`src/rtl/cordic_pkg.sv`:
```
// Shared constants, FSM state type and rounding helper for the rotation-mode CORDIC.
// Angles are Q16.16 degrees; x/y datapath is 32-bit signed with 8 fractional bits.
package cordic_pkg;

  localparam int ITER_DEF  = 16;
  localparam int DW        = 32;
  localparam int FRAC_BITS = 8;

  localparam logic signed [DW-1:0] RND_HALF = 32'sd128;
  localparam logic [15:0]          K_Q15    = 16'd19898;

  localparam logic [31:0] Q90  = 32'd5898240;
  localparam logic [31:0] Q180 = 32'd11796480;
  localparam logic [31:0] Q270 = 32'd17694720;
  localparam logic [31:0] Q360 = 32'd23592960;
  localparam logic [31:0] Q720 = 32'd47185920;

  typedef enum logic [1:0] {
    ST_IDLE = 2'd0,
    ST_LOAD = 2'd1,
    ST_ROT  = 2'd2,
    ST_DONE = 2'd3
  } state_e;

  // Round a Q8 value to integer and clamp it into the signed 16-bit range.
  function automatic logic signed [15:0] round_sat(input logic signed [DW-1:0] v);
    logic signed [DW:0]  s;
    logic signed [15:0]  res;
    s = $signed({v[DW-1], v}) + $signed({RND_HALF[DW-1], RND_HALF});
    s = s >>> FRAC_BITS;
    if (s > 33'sd32767) begin
      res = 16'sh7FFF;
    end else if (s < -33'sd32768) begin
      res = 16'sh8000;
    end else begin
      res = s[15:0];
    end
    return res;
  endfunction

endpackage

```
`src/rtl/cordic_angle_rom.sv`:
```
// atan(2^-i) in Q16.16 degrees, one entry per micro-rotation; read by both the
// rotation and vectoring CORDIC blocks.
module cordic_angle_rom (
  input  logic [4:0]  addr_i,
  output logic [21:0] atan_o
);

  // Table lookup; indices past the last useful step read as zero.
  always_comb begin
    case (addr_i)
      5'd0:    atan_o = 22'd2949120;
      5'd1:    atan_o = 22'd1740967;
      5'd2:    atan_o = 22'd919879;
      5'd3:    atan_o = 22'd466945;
      5'd4:    atan_o = 22'd234379;
      5'd5:    atan_o = 22'd117304;
      5'd6:    atan_o = 22'd58666;
      5'd7:    atan_o = 22'd29335;
      5'd8:    atan_o = 22'd14668;
      5'd9:    atan_o = 22'd7334;
      5'd10:   atan_o = 22'd3667;
      5'd11:   atan_o = 22'd1833;
      5'd12:   atan_o = 22'd917;
      5'd13:   atan_o = 22'd458;
      5'd14:   atan_o = 22'd229;
      5'd15:   atan_o = 22'd115;
      5'd16:   atan_o = 22'd57;
      5'd17:   atan_o = 22'd29;
      5'd18:   atan_o = 22'd14;
      5'd19:   atan_o = 22'd7;
      5'd20:   atan_o = 22'd4;
      5'd21:   atan_o = 22'd2;
      default: atan_o = 22'd0;
    endcase
  end

endmodule

```
`src/rtl/cordic_rotate.sv`:
```
// Iterative rotation-mode CORDIC: (r, theta) -> (r cos theta, r sin theta), one
// request in flight, fixed latency, registered valid/ready outputs.
module cordic_rotate
  import cordic_pkg::*;
#(
  parameter int ITER = ITER_DEF
) (
  input  logic               clk,
  input  logic               rst_n,
  input  logic               in_valid,
  output logic               in_ready,
  input  logic signed [15:0] r_in,
  input  logic [31:0]        theta_in,
  output logic               out_valid,
  input  logic               out_ready,
  output logic signed [15:0] x_out,
  output logic signed [15:0] y_out,
  output logic               err
);

  localparam logic [4:0] ITER_L = 5'(ITER);

  state_e                 state_q, state_d;
  logic signed [15:0]     r_q, r_d;
  logic [31:0]            theta_q, theta_d;
  logic signed [DW-1:0]   x_q, x_d, y_q, y_d, z_q, z_d;
  logic [1:0]             quad_q, quad_d;
  logic [4:0]             i_q, i_d;
  logic                   err_q, err_d;
  logic                   out_valid_q, out_valid_d;
  logic                   err_out_q, err_out_d;
  logic signed [15:0]     x_out_q, x_out_d, y_out_q, y_out_d;

  logic [31:0]            theta_w_s, qoff_s;
  logic [1:0]             quad_s;
  logic signed [DW-1:0]   prod_s, x_sh_s, y_sh_s, atan_ext_s, x_un_s, y_un_s;
  logic [21:0]            atan_s;

  cordic_angle_rom u_angle_rom (
    .addr_i (i_q),
    .atan_o (atan_s)
  );

  assign prod_s     = $signed({{16{r_q[15]}}, r_q}) * $signed({16'd0, K_Q15});
  assign x_sh_s     = x_q >>> i_q;
  assign y_sh_s     = y_q >>> i_q;
  assign atan_ext_s = $signed({10'd0, atan_s});

  // Fold the angle into [0, 360) and split off the quadrant.
  always_comb begin
    theta_w_s = (theta_q >= Q360) ? (theta_q - Q360) : theta_q;
    if (theta_w_s < Q90) begin
      quad_s = 2'd0;
      qoff_s = 32'd0;
    end else if (theta_w_s < Q180) begin
      quad_s = 2'd1;
      qoff_s = Q90;
    end else if (theta_w_s < Q270) begin
      quad_s = 2'd2;
      qoff_s = Q180;
    end else begin
      quad_s = 2'd3;
      qoff_s = Q270;
    end
  end

  // Map the first-quadrant result back to the original quadrant.
  always_comb begin
    case (quad_q)
      2'd0:    begin x_un_s = x_q;   y_un_s = y_q;   end
      2'd1:    begin x_un_s = -y_q;  y_un_s = x_q;   end
      2'd2:    begin x_un_s = -x_q;  y_un_s = -y_q;  end
      2'd3:    begin x_un_s = y_q;   y_un_s = -x_q;  end
      default: begin x_un_s = x_q;   y_un_s = y_q;   end
    endcase
  end

  // Next-state logic for the control FSM and the rotation datapath.
  always_comb begin
    state_d     = state_q;
    r_d         = r_q;
    theta_d     = theta_q;
    x_d         = x_q;
    y_d         = y_q;
    z_d         = z_q;
    quad_d      = quad_q;
    i_d         = i_q;
    err_d       = err_q;
    out_valid_d = out_valid_q;
    err_out_d   = err_out_q;
    x_out_d     = x_out_q;
    y_out_d     = y_out_q;
    case (state_q)
      ST_IDLE: begin
        if (in_valid) begin
          r_d     = r_in;
          theta_d = theta_in;
          state_d = ST_LOAD;
        end else begin
          state_d = ST_IDLE;
        end
      end
      ST_LOAD: begin
        x_d     = prod_s >>> 7;
        y_d     = 32'sd0;
        z_d     = $signed(theta_w_s - qoff_s);
        quad_d  = quad_s;
        err_d   = (theta_q >= Q720);
        i_d     = 5'd0;
        state_d = ST_ROT;
      end
      ST_ROT: begin
        // The extra cycle at i == ITER lets the output stage start from registered x/y.
        if (i_q == ITER_L) begin
          x_out_d     = round_sat(x_un_s);
          y_out_d     = round_sat(y_un_s);
          err_out_d   = err_q;
          out_valid_d = 1'b1;
          state_d     = ST_DONE;
        end else if (!z_q[DW-1]) begin
          x_d = x_q - y_sh_s;
          y_d = y_q + x_sh_s;
          z_d = z_q - atan_ext_s;
          i_d = i_q + 5'd1;
        end else begin
          x_d = x_q + y_sh_s;
          y_d = y_q - x_sh_s;
          z_d = z_q + atan_ext_s;
          i_d = i_q + 5'd1;
        end
      end
      ST_DONE: begin
        if (out_ready) begin
          out_valid_d = 1'b0;
          state_d     = ST_IDLE;
        end else begin
          out_valid_d = 1'b1;
        end
      end
      default: begin
        state_d     = ST_IDLE;
        out_valid_d = 1'b0;
      end
    endcase
  end

  // State and datapath registers.
  always_ff @(posedge clk or negedge rst_n) begin
    if (!rst_n) begin
      state_q     <= ST_IDLE;
      r_q         <= 16'sd0;
      theta_q     <= 32'd0;
      x_q         <= 32'sd0;
      y_q         <= 32'sd0;
      z_q         <= 32'sd0;
      quad_q      <= 2'd0;
      i_q         <= 5'd0;
      err_q       <= 1'b0;
      out_valid_q <= 1'b0;
      err_out_q   <= 1'b0;
      x_out_q     <= 16'sd0;
      y_out_q     <= 16'sd0;
    end else begin
      state_q     <= state_d;
      r_q         <= r_d;
      theta_q     <= theta_d;
      x_q         <= x_d;
      y_q         <= y_d;
      z_q         <= z_d;
      quad_q      <= quad_d;
      i_q         <= i_d;
      err_q       <= err_d;
      out_valid_q <= out_valid_d;
      err_out_q   <= err_out_d;
      x_out_q     <= x_out_d;
      y_out_q     <= y_out_d;
    end
  end

  assign in_ready  = (state_q == ST_IDLE);
  assign out_valid = out_valid_q;
  assign x_out     = x_out_q;
  assign y_out     = y_out_q;
  assign err       = err_out_q;

endmodule

```
`config.mk`:
```
export PLATFORM = sky130hd
export DESIGN_NAME = cordic_rotate
export DESIGN_NICKNAME = d
export VERILOG_FILES = /design/src/rtl/cordic_pkg.sv /design/src/rtl/cordic_angle_rom.sv /design/src/rtl/cordic_rotate.sv
export SDC_FILE = /design/constraint.sdc
export NUM_CORES = 1
export LEC_CHECK = 0
export CORE_MARGIN = 4
export CORE_UTILIZATION = 25
export DETAILED_ROUTE_END_ITERATION = 7
export HOLD_SLACK_MARGIN = 0.03
export MAX_ROUTING_LAYER = met4
export SLEW_MARGIN = 10
export SYNTH_ARGS = -nofsm -noshare
export SYNTH_HDL_FRONTEND = slang
export SYNTH_SLANG_ARGS = --single-unit
```
`constraint.sdc`:
```
create_clock -name clk -period 6.05 [get_ports clk]
set_clock_uncertainty 0.2 [all_clocks]
set_input_delay 0.9075 -clock clk [delete_from_list [all_inputs] [get_ports clk]]
set_output_delay 0.9075 -clock clk [all_outputs]
set_load 0.01 [all_outputs]
```
Yosys cells after proc, flatten, opt, wreduce, memory -nomap -nowiden
Memories as Yosys holds them, arrays and structs flattened.
Index checks and enable logic that the tools add are counted.
{"block": "totals", "ram_bits": 0, "n_memories": 1, "latchBits": 0, "regBits": 188, "out_inout_bits": 35, "wordCells": 89, "inputBits": 52, "rom_bits": 704}
{"name": "(no name shown)", "depth": 32, "word_bits": 22, "rd": 1, "rd_clocked_by_memory_dff": 0, "wr": 0, "line": "cordic_angle_rom.sv:10", "rtl": "case (addr_i)"}
{"block": "classes", "n_reduce_logical": 9, "mul": 1, "n_addsub": 13, "n_bitwise": 0, "mux": 31, "n_div": 0, "order_cmp": 9, "eq_ne": 10, "shifts": 2}
{"operator": "$mux 32", "n": 9}
{"operator": "$pmux 32 s4", "n": 2}
{"operator": "$pmux 32 s2", "n": 3}
{"operator": "$sub 32x32->32", "n": 3}
{"operator": "$add 32x9->33 const B", "n": 2}
{"operator": "$add 32x32->32", "n": 2}
{"operator": "$mux 16", "n": 4}
{"operator": "$neg 32->32", "n": 2}
{"operator": "$sshr 32x5->32", "n": 2}
{"operator": "$gt 25x16->1 const B", "n": 2}
{"operator": "$lt 25x16->1 const B", "n": 2}
{"operator": "$add 32x23->32", "n": 1}
{"operator": "$ge 32x25->1 const B", "n": 1}
{"operator": "$ge 32x26->1 const B", "n": 1}
{"operator": "$lt 32x23->1 const B", "n": 1}
{"operator": "$lt 32x24->1 const B", "n": 1}
{"operator": "$lt 32x25->1 const B", "n": 1}
{"operator": "$sub 32x23->32", "n": 1}
{"operator": "$sub 32x25->32 const B", "n": 1}
{"operator": "$mul 16x15->31 const B", "n": 1}
{"operator": "$mux 25", "n": 1}
{"operator": "$pmux 5 s2", "n": 1}
{"operator": "$reduce_and 2->1", "n": 5}
{"operator": "$eq 2x2->1 const B", "n": 4}
{"operator": "11 further kinds", "n": 22}

Longest topological paths before layout
Gate-level depths: netlist of the first run.
{"block": "logic_depth", "ltp_word": 8, "depth_mapped": 35, "mapped_depth_nobuf": 29}

Modules after synthesis
From an unflattened synthesis of the first run, not the netlist that was laid out.
{"block": "hier_totals", "cells_unflattened": 3477, "hier_area_um2": 28498.6}
{"module": "cordic_rotate", "area_each_um2": 27816.7, "cells_per_inst": 3381, "instances": 1, "seq_area_each_um2": 4704.5}
{"module": "cordic_angle_rom", "area_each_um2": 681.9, "cells_per_inst": 96, "instances": 1, "seq_area_each_um2": 0.0}

Worst setup path before layout of the first run
Ideal clock, no wire load.
{"block": "synth_timing", "kind": "flip-flop to flip-flop", "from": "register i_q[0]", "to": "register z_q[29]", "slack_ps": -462, "path_buffers": 7, "arrival_time_ps": 6191, "stages_incl_launch_ff": 32, "period_less_slack_ps": 6512, "setup_time_ps": 122, "required_ps": 5728, "cell_sequence": "dfrtp_1 buf_2 buf_2 buf_4 buf_2 buf_4 inv_1 ha_1 clkbuf_1 mux4_2 o21ai_0 inv_1 and3_1 and2_1 and3_1 and2_1 clkbuf_1 nor2_1 xor2_1 ha_1 a21o_1 a21oi_1 o21ai_0 a21oi_1 o31ai_1 o41ai_1 o21ai_0 xor2_1 nor2_1 nor3_1 mux2i_1 nand2_1"}
{"block": "synth_via", "elab_chain_len": 5, "elab_cells_between_ends": 9, "classes_between": "add/sub (2); eq/ne (2); mux (3); reduce/logical (1); memory (1)"}
{"item": "start, declared", "line": "cordic_rotate.sv:28", "rtl": "logic [4:0] i_q, i_d;"}
{"item": "start signal, assigned", "line": "cordic_rotate.sv:171", "rtl": "i_q <= i_d;"}
{"item": "$mem_v2 32x22"}
{"item": "$sub 32x23->32 / $add 32x23->32 (equally long branches)", "line": "cordic_rotate.sv:123, cordic_rotate.sv:128"}
{"item": "$mux 32", "line": "cordic_rotate.sv:120", "rtl": "end else if (!z_q[DW-1]) begin"}
{"item": "$mux 32", "line": "cordic_rotate.sv:114", "rtl": "if (i_q == ITER_L) begin"}
{"item": "$pmux 32 s2", "line": "cordic_rotate.sv:93", "rtl": "case (state_q)"}
{"item": "end signal, assigned", "line": "cordic_rotate.sv:169", "rtl": "z_q <= z_d;"}
{"item": "end, declared", "line": "cordic_rotate.sv:26", "rtl": "logic signed [DW-1:0] x_q, x_d, y_q, y_d, z_q, z_d;"}
Several ways; a longest one is shown, not always the timed one. The select of a mux whose other input is x is not followed.
A chain may end at the register's enable or synchronous reset.

Final worst setup path of the first run
{"block": "layout_timing", "from": "register r_q[12]", "to": "register x_q[17]"}
{"block": "layout_via", "elab_chain_len": 2}
{"item": "start, declared", "line": "cordic_rotate.sv:24", "rtl": "logic signed [15:0] r_q, r_d;"}
{"item": "start signal, assigned", "line": "cordic_rotate.sv:165", "rtl": "r_q <= r_d;"}
{"item": "$mul 16x15->31", "line": "cordic_rotate.sv:44", "rtl": "assign prod_s = $signed({{16{r_q[15]}}, r_q}) * $signed({16'd0, K_Q15});"}
{"item": "$pmux 32 s2", "line": "cordic_rotate.sv:93"}
{"item": "end signal, assigned", "line": "cordic_rotate.sv:153", "rtl": "x_q <= 32'sd0;"}
{"item": "end signal, assigned", "line": "cordic_rotate.sv:167", "rtl": "x_q <= x_d;"}
{"item": "end, declared", "line": "cordic_rotate.sv:26"}
No other way between the ends.

==> results.sh, run 1 <==
export IMPL_outcome="finished with violations"
export IMPL_cp_end_kind="register"
export IMPL_synthCells=3400
export IMPL_synth_area_leaders="dfrtp_1, ha_1, fa_1"
export IMPL_first_pass_iters=7
export IMPL_io_buffers=86
export IMPL_synthDistinctLibCells=98
export IMPL_cp_start_kind="register"
export IMPL_rsz0062_at_grt="true"
export IMPL_holdWs_ns=0.152
export IMPL_synth_top_area_share_pct=17.0
export IMPL_cts_tree="built"
export IMPL_crit_top_cell="fa_1"
export IMPL_hold_viol=0
export IMPL_drive_above_1_share_pct=27.2
export IMPL_tns_ns=-0.776
export IMPL_grt_max_degree=75
export IMPL_ctsRootBufferMaster="clkbuf_16"
export IMPL_path_max_fanout=4
export IMPL_clockBufferDepth=2
export IMPL_antenna_found_initial=1
export IMPL_crit_chain="buf_6 -> ha_4 -> inv_2 -> fa_1 -> inv_2 -> fa_1 -> fa_1 -> fa_1 -> inv_1 -> fa_1 -> inv_2 -> ha_4 -> buf_4 -> a21o_1 -> a21o_1 -> a21oi_2 -> o221ai_2 -> buf_4 -> a31oi_4 -> o211ai_1 -> a21oi_2 -> nor2b_2 -> or3_1 -> a31o_2"
export IMPL_postSynthAreaPerCell_um2=8.12
export IMPL_fin_cells=5363
export IMPL_n_fill_cell=11500
export IMPL_cp_required_ns=6.27
export IMPL_antenna_left=0
export IMPL_finalSetupViolCount=10
export IMPL_regArea_um2=4730
export IMPL_ys_seq_elements=188
export IMPL_violations="negative setup slack"
export IMPL_vias=27000
export IMPL_initial_core_util_pct=25.3
export IMPL_grt_overflow=0
export IMPL_worstSetupPathType="register to register"
export IMPL_io_pins=87
export IMPL_wl_per_cell_um=17.8
export IMPL_antenna_cells=0
export IMPL_final_period_utilization_pct=102
export IMPL_dieArea_um2=116000
export IMPL_wl_um=95400
export IMPL_hp_class="primary input to asynchronous set/reset pin"
export IMPL_setup_ws_ns=-0.115
export IMPL_die_h_um=340
export IMPL_coreArea_um2=109000
export IMPL_clock_latency_ns=0.53
export IMPL_synth_top_family_by_area="compound AO/OA/AOI/OAI gates"
export IMPL_synthesis_nets=3777
export IMPL_maxSlewViolCount=0
export IMPL_fin_nets=4251
export IMPL_hpwlAfterDp_um=73900
export IMPL_slew_headroom_pct=36.5
export IMPL_htreeDepth=4
export IMPL_drt_iter0_markers=1829
export IMPL_synth_edff_count=0
export IMPL_tightest_slew_ns=0.951
export IMPL_synth_fa_ha_area_share_pct=17.8
export IMPL_syn_area_um2=27600
export IMPL_yosysMostFrequentCell="nor2_1"
export IMPL_slowest_delay_ns=0.55
export IMPL_grt_first_pass_wirelength_um=150000
export IMPL_synth_compound_area_share_pct=19.4
export IMPL_grt_usage_pct=16.5
export IMPL_grt_pass1_vias=26100
export IMPL_dpl_cell_count=5262
export IMPL_gp_congestion=0.956
export IMPL_synth_simple_area_share_pct=17.2
export IMPL_ff2ff_setup_slack_ns=-0.12
export IMPL_ys_warn_count=0
export IMPL_path_clk_slew_ns=0.10
export IMPL_clock_sinks=188
export IMPL_die_w_um=340
export IMPL_synthXorXnorAreaFrac_pct=9.45
export IMPL_rows=121
export IMPL_async_flop_share_pct=100
export IMPL_drcViolationCount=0
export IMPL_area_growth_pct=30.1
export IMPL_numCtsBuffers=17
export IMPL_cp_slowest_cell="fa_1"
export IMPL_multi_input_area_um2=22000
export IMPL_maxCapViolations=0
export IMPL_arrival_ns=6.38
export IMPL_synthMuxAreaShare_pct=12.0
export IMPL_yosysSeqAreaShare_pct=17.0
export IMPL_avgViaCountPerCell=5.03
export IMPL_synth_common_cells="nor2_1, inv_1, nand2_1"
export IMPL_period_needed_ns=6.17
export IMPL_yosysTopAreaCell="dfrtp_1"
export IMPL_max_freq_ghz=0.162
export IMPL_ys_flop_type="dfrtp_1"
[state kept, by name, indices dropped and copies added, names as in the netlist]
name       count
theta_q       32
x_q           32
y_q           32
z_q           32
r_q           16
x_out         16
y_out         16
i_q            5
quad_q         2
state_q        2
err            1
err_q          1
out_valid      1
[critical path: cells and delay by family (launching register included)]
kind	cells	cell delay, ns
adder cells (fa/ha/maj)	7	3.02
AO/OA/AOI/OAI	8	1.41
buffers and inverters	7	0.63
flip-flops	1	0.44
AND/OR/NAND/NOR	2	0.37
[layout by cell type (no fill, tap or decap), drive strengths merged, types with 79 or more instances in the layout]
cell type / count
dfrtp: 188
mux4: 79
nand3: 86
mux2: 82
clkdlybuf4s50: 85
a21oi: 252
ha: 216
o21ai: 233
buf: 591
nand2: 274
inv: 292
fa: 109
xor2: 117
nor2: 325
xnor2: 181
[logic make-up (layout without fill, tap and decap cells)]
family	Yosys count	count (layout)
flip-flops	188	188
AND/OR/NAND/NOR	1002	1002
AO/OA/AOI/OAI	855	855
XOR/XNOR	298	298
adder cells (fa/ha/maj)	328	328
multiplexers	222	222
buffers and inverters	507	994
[final cells by class]
type	instances	area share [%]
clock buffer	17	1.18
clock inverter	15	0.641
inverter	283	3.01
multi-input combinational	2705	61.2
sequential	188	13.2
tap	1476	5.14
timing repair buffer	679	15.6
[path summary, 6_finish.rpt]
kind	from	to	depth (start not counted)
worst max-delay path	r_q[12]	x_q[17]	24
worst min-delay path	rst_n	z_q[16]	1
worst max register to register	r_q[12]	x_q[17]	24
worst min register to register	y_out[15]	y_out[15]	2
max in group asynchronous	rst_n	i_q[0]	2
min in group clk	y_out[15]	y_out[15]	2
[routing by layer]
metal  track usage, %  part of all wire, %  vias to the layer above  wire [um]
li1                 -                    -                    12900          -
met3             2.06                  5.3                      120       5080
met1             22.4                   47                    13100      44500
met4             3.84                  1.9                        0       1800
met5                -                    0                        -          0
met2             26.3                   46                      762      44000
[through the flow]
stage,area [um2],util (%),worst slack [ns]
after floorplan,27700,-,0.0113
after global routing,35900,32.9,-0.313
after CTS,34700,31.7,-0.113
after global placement,33500,30.7,-0.348
after detailed placement,33500,30.7,-0.480
final,35900,32.9,-0.115
[what timing repair did]
action | in CTS | in global routing
pin swaps | 56 | 157
hold buffers | 0 | 0
resized for setup | 75 | 224
buffers inserted | 18 | 51
endpoints found under the setup margin | 24 | 52
gates cloned | 2 | 1
Power of run 1 is left out: the tool's default activity adds up to more than one toggle a clock period on the data nets, which glitch-free logic cannot reach.
==> inputs of run 2 (changes only) <==
--- a/config.mk
+++ b/config.mk
@@ -7,9 +7,11 @@
 export LEC_CHECK = 0
 export CORE_MARGIN = 4
 export CORE_UTILIZATION = 25
+export CTS_BUF_LIST = sky130_fd_sc_hd__clkbuf_4 sky130_fd_sc_hd__clkbuf_8
 export DETAILED_ROUTE_END_ITERATION = 7
 export HOLD_SLACK_MARGIN = 0.03
 export MAX_ROUTING_LAYER = met4
+export REMOVE_ABC_BUFFERS = 1
 export SLEW_MARGIN = 10
 export SYNTH_ARGS = -nofsm -noshare
 export SYNTH_HDL_FRONTEND = slang
==> run 2 against run 1 <==
The run still ends with negative setup slack left. Setup slack better by 0.079 ns. Sequential share of layout area increased by 0.34 points. Global-route usage decreased by 0.96 points. Register-to-register slack better by 0.08 ns. Maximum frequency is 1.3% higher. Worst hold slack worse by 0.080 ns. Design area decreased by 2.5%. Sequential cell count is the same. Core utilization down 0.83 points. Wire length down 6.9%. Critical path type unchanged.
==> results.sh, run 2 (synthesized netlist as in run 1, its figures left out) <==
export IMPL_worstSetupPathType="register to register"
export IMPL_first_pass_iters=8
export IMPL_cts_tree="built"
export IMPL_clockBufferDepth=2
export IMPL_grt_pass1_vias=25600
export IMPL_area_growth_pct=26.8
export IMPL_cp_required_ns=6.36
export IMPL_dieArea_um2=116000
export IMPL_multi_input_area_um2=21800
export IMPL_rows=121
export IMPL_grt_usage_pct=15.6
export IMPL_maxCapViolations=0
export IMPL_cp_start_kind="register"
export IMPL_violations="negative setup slack"
export IMPL_setup_ws_ns=-0.0366
export IMPL_io_buffers=86
export IMPL_fin_nets=4202
export IMPL_max_freq_ghz=0.164
export IMPL_critPathBufInv=7
export IMPL_grt_max_degree=114
export IMPL_routed_wl_met2_um=40500
export IMPL_met1_length_um=42400
export IMPL_detailedPlace_worstSlack_ns=-0.469
export IMPL_rsz0062_at_grt="true"
export IMPL_slowest_delay_ns=0.51
export IMPL_clock_latency_ns=0.64
export IMPL_dr_wl_met3_um=4470
export IMPL_wl_per_cell_um=16.7
export IMPL_antenna_found_initial=3
export IMPL_coreArea_um2=109000
export IMPL_cts_hold_buf=0
export IMPL_hold_viol=0
export IMPL_tightest_slew_ns=0.964
export IMPL_n_fill_cell=11600
export IMPL_antenna_left=0
export IMPL_drcViolationCount=0
export IMPL_vias=26200
export IMPL_maxSlewViolCount=0
export IMPL_hp_class="primary input to asynchronous set/reset pin"
export IMPL_cp_end_kind="register"
export IMPL_slew_headroom_pct=35.6
export IMPL_io_pins=87
export IMPL_dr_max_layer_used="met4"
export IMPL_die_h_um=340
export IMPL_initial_core_util_pct=25.3
export IMPL_final_common_cell="buf_4"
export IMPL_outcome="finished with violations"
export IMPL_gp_congestion=0.953
export IMPL_drive_above_1_share_pct=25.1
export IMPL_clock_sinks=188
export IMPL_regArea_um2=4730
export IMPL_path_max_fanout=8
export IMPL_crit_top_cell="fa_1"
export IMPL_crit_chain="ha_4 -> inv_4 -> buf_6 -> fa_1 -> inv_1 -> fa_1 -> fa_1 -> fa_1 -> inv_1 -> fa_1 -> inv_2 -> ha_4 -> inv_2 -> a2111o_1 -> o221ai_4 -> nand4_1 -> a21boi_2 -> nor2_1 -> o21ai_2 -> o21ai_2 -> xnor2_1 -> a21oi_1 -> buf_4 -> o22ai_2"
export IMPL_final_period_utilization_pct=101
export IMPL_period_needed_ns=6.09
export IMPL_grt_overflow=0
export IMPL_arrival_ns=6.40
export IMPL_die_w_um=340
export IMPL_path_clk_slew_ns=0.14
export IMPL_htreeDepth=4
export IMPL_hpwlAfterDp_um=70100
export IMPL_wl_um=88800
export IMPL_path_delay_family="adder cells"
export IMPL_layout_common_cells="buf_4, nor2_1, nand2_1"
export IMPL_avgViaCountPerCell=4.93
export IMPL_cp_slowest_cell="fa_1"
export IMPL_finalSetupViolCount=7
export IMPL_drt_iter0_markers=1763
export IMPL_grt_first_pass_wirelength_um=142000
export IMPL_numCtsBuffers=17
export IMPL_ctsRootBufferMaster="clkbuf_8"
[run 2: changes by cell type in the layout (fill, tap and decap cells not counted), moves of 7 or more]
cell       delta
a21oi_2      -13
buf_4        -36
clkbuf_16    -17
buf_6         -9
inv_12        -7
clkbuf_8     +17
a21oi_1      +16
[run 2: area by class of cell]
cell class,count,share of cell area [%]
multi-input cells,2705,62.2
inverters,283,3.06
clock inverters,13,0.511
diodes,3,0.0214
well taps,1476,5.27
repair buffers,630,14.7
flip-flops and latches,188,13.5
clock buffers,19,0.729
[run 2: worst paths after layout]
| kind | cells after the start | endpoint | slack [ns] | start |
|---|---|---|---|---|
| hold reg to reg | 2 | x_out[15] | 0.29 | x_out[15] |
| setup / recovery | 24 | x_q[31] | -0.04 | r_q[9] |
| setup reg to reg | 24 | x_q[31] | -0.04 | r_q[9] |
| max in group asynchronous | 2 | r_q[7] | 4.43 | rst_n |
| min in group clk | 2 | x_out[15] | 0.29 | x_out[15] |
| hold / removal | 1 | y_out[15] | 0.07 | rst_n |
[run 2: routing by layer]
metal / track usage [%] / vias up
li1: - / 12800
met1: 21.5 / 12700
met2: 24.3 / 643
met3: 2.13 / 76
met4: 3.44 / 0
met5: - / -
[run 2: timing repair]
action                     in CTS  in global routing
setup endpoints to repair      23                 35
cloned                          1                  1
gates resized for setup        79                156
pin swaps                      63                 94
setup buffers                  14                 22
[run 2: through the flow]
step | util (%) | hold slack [ns] | setup TNS (ns) | instances | cell area [um2]
2_1_floorplan | - | 0.240 | -87.82 | 3176 | 26700
3_3_place_gp | 30.5 | 0.260 | -5.19 | 5245 | 33400
3_5_place_dp | 30.5 | 0.272 | -5.88 | 5245 | 33400
4_1_cts | 31.3 | 0.0597 | -0.360 | 5292 | 34300
5_1_grt | 32.0 | 0.0975 | -3.66 | 5317 | 35000
6_report | 32.0 | 0.0723 | -0.167 | 5317 | 35000
Power of run 2 is left out for the same reason.
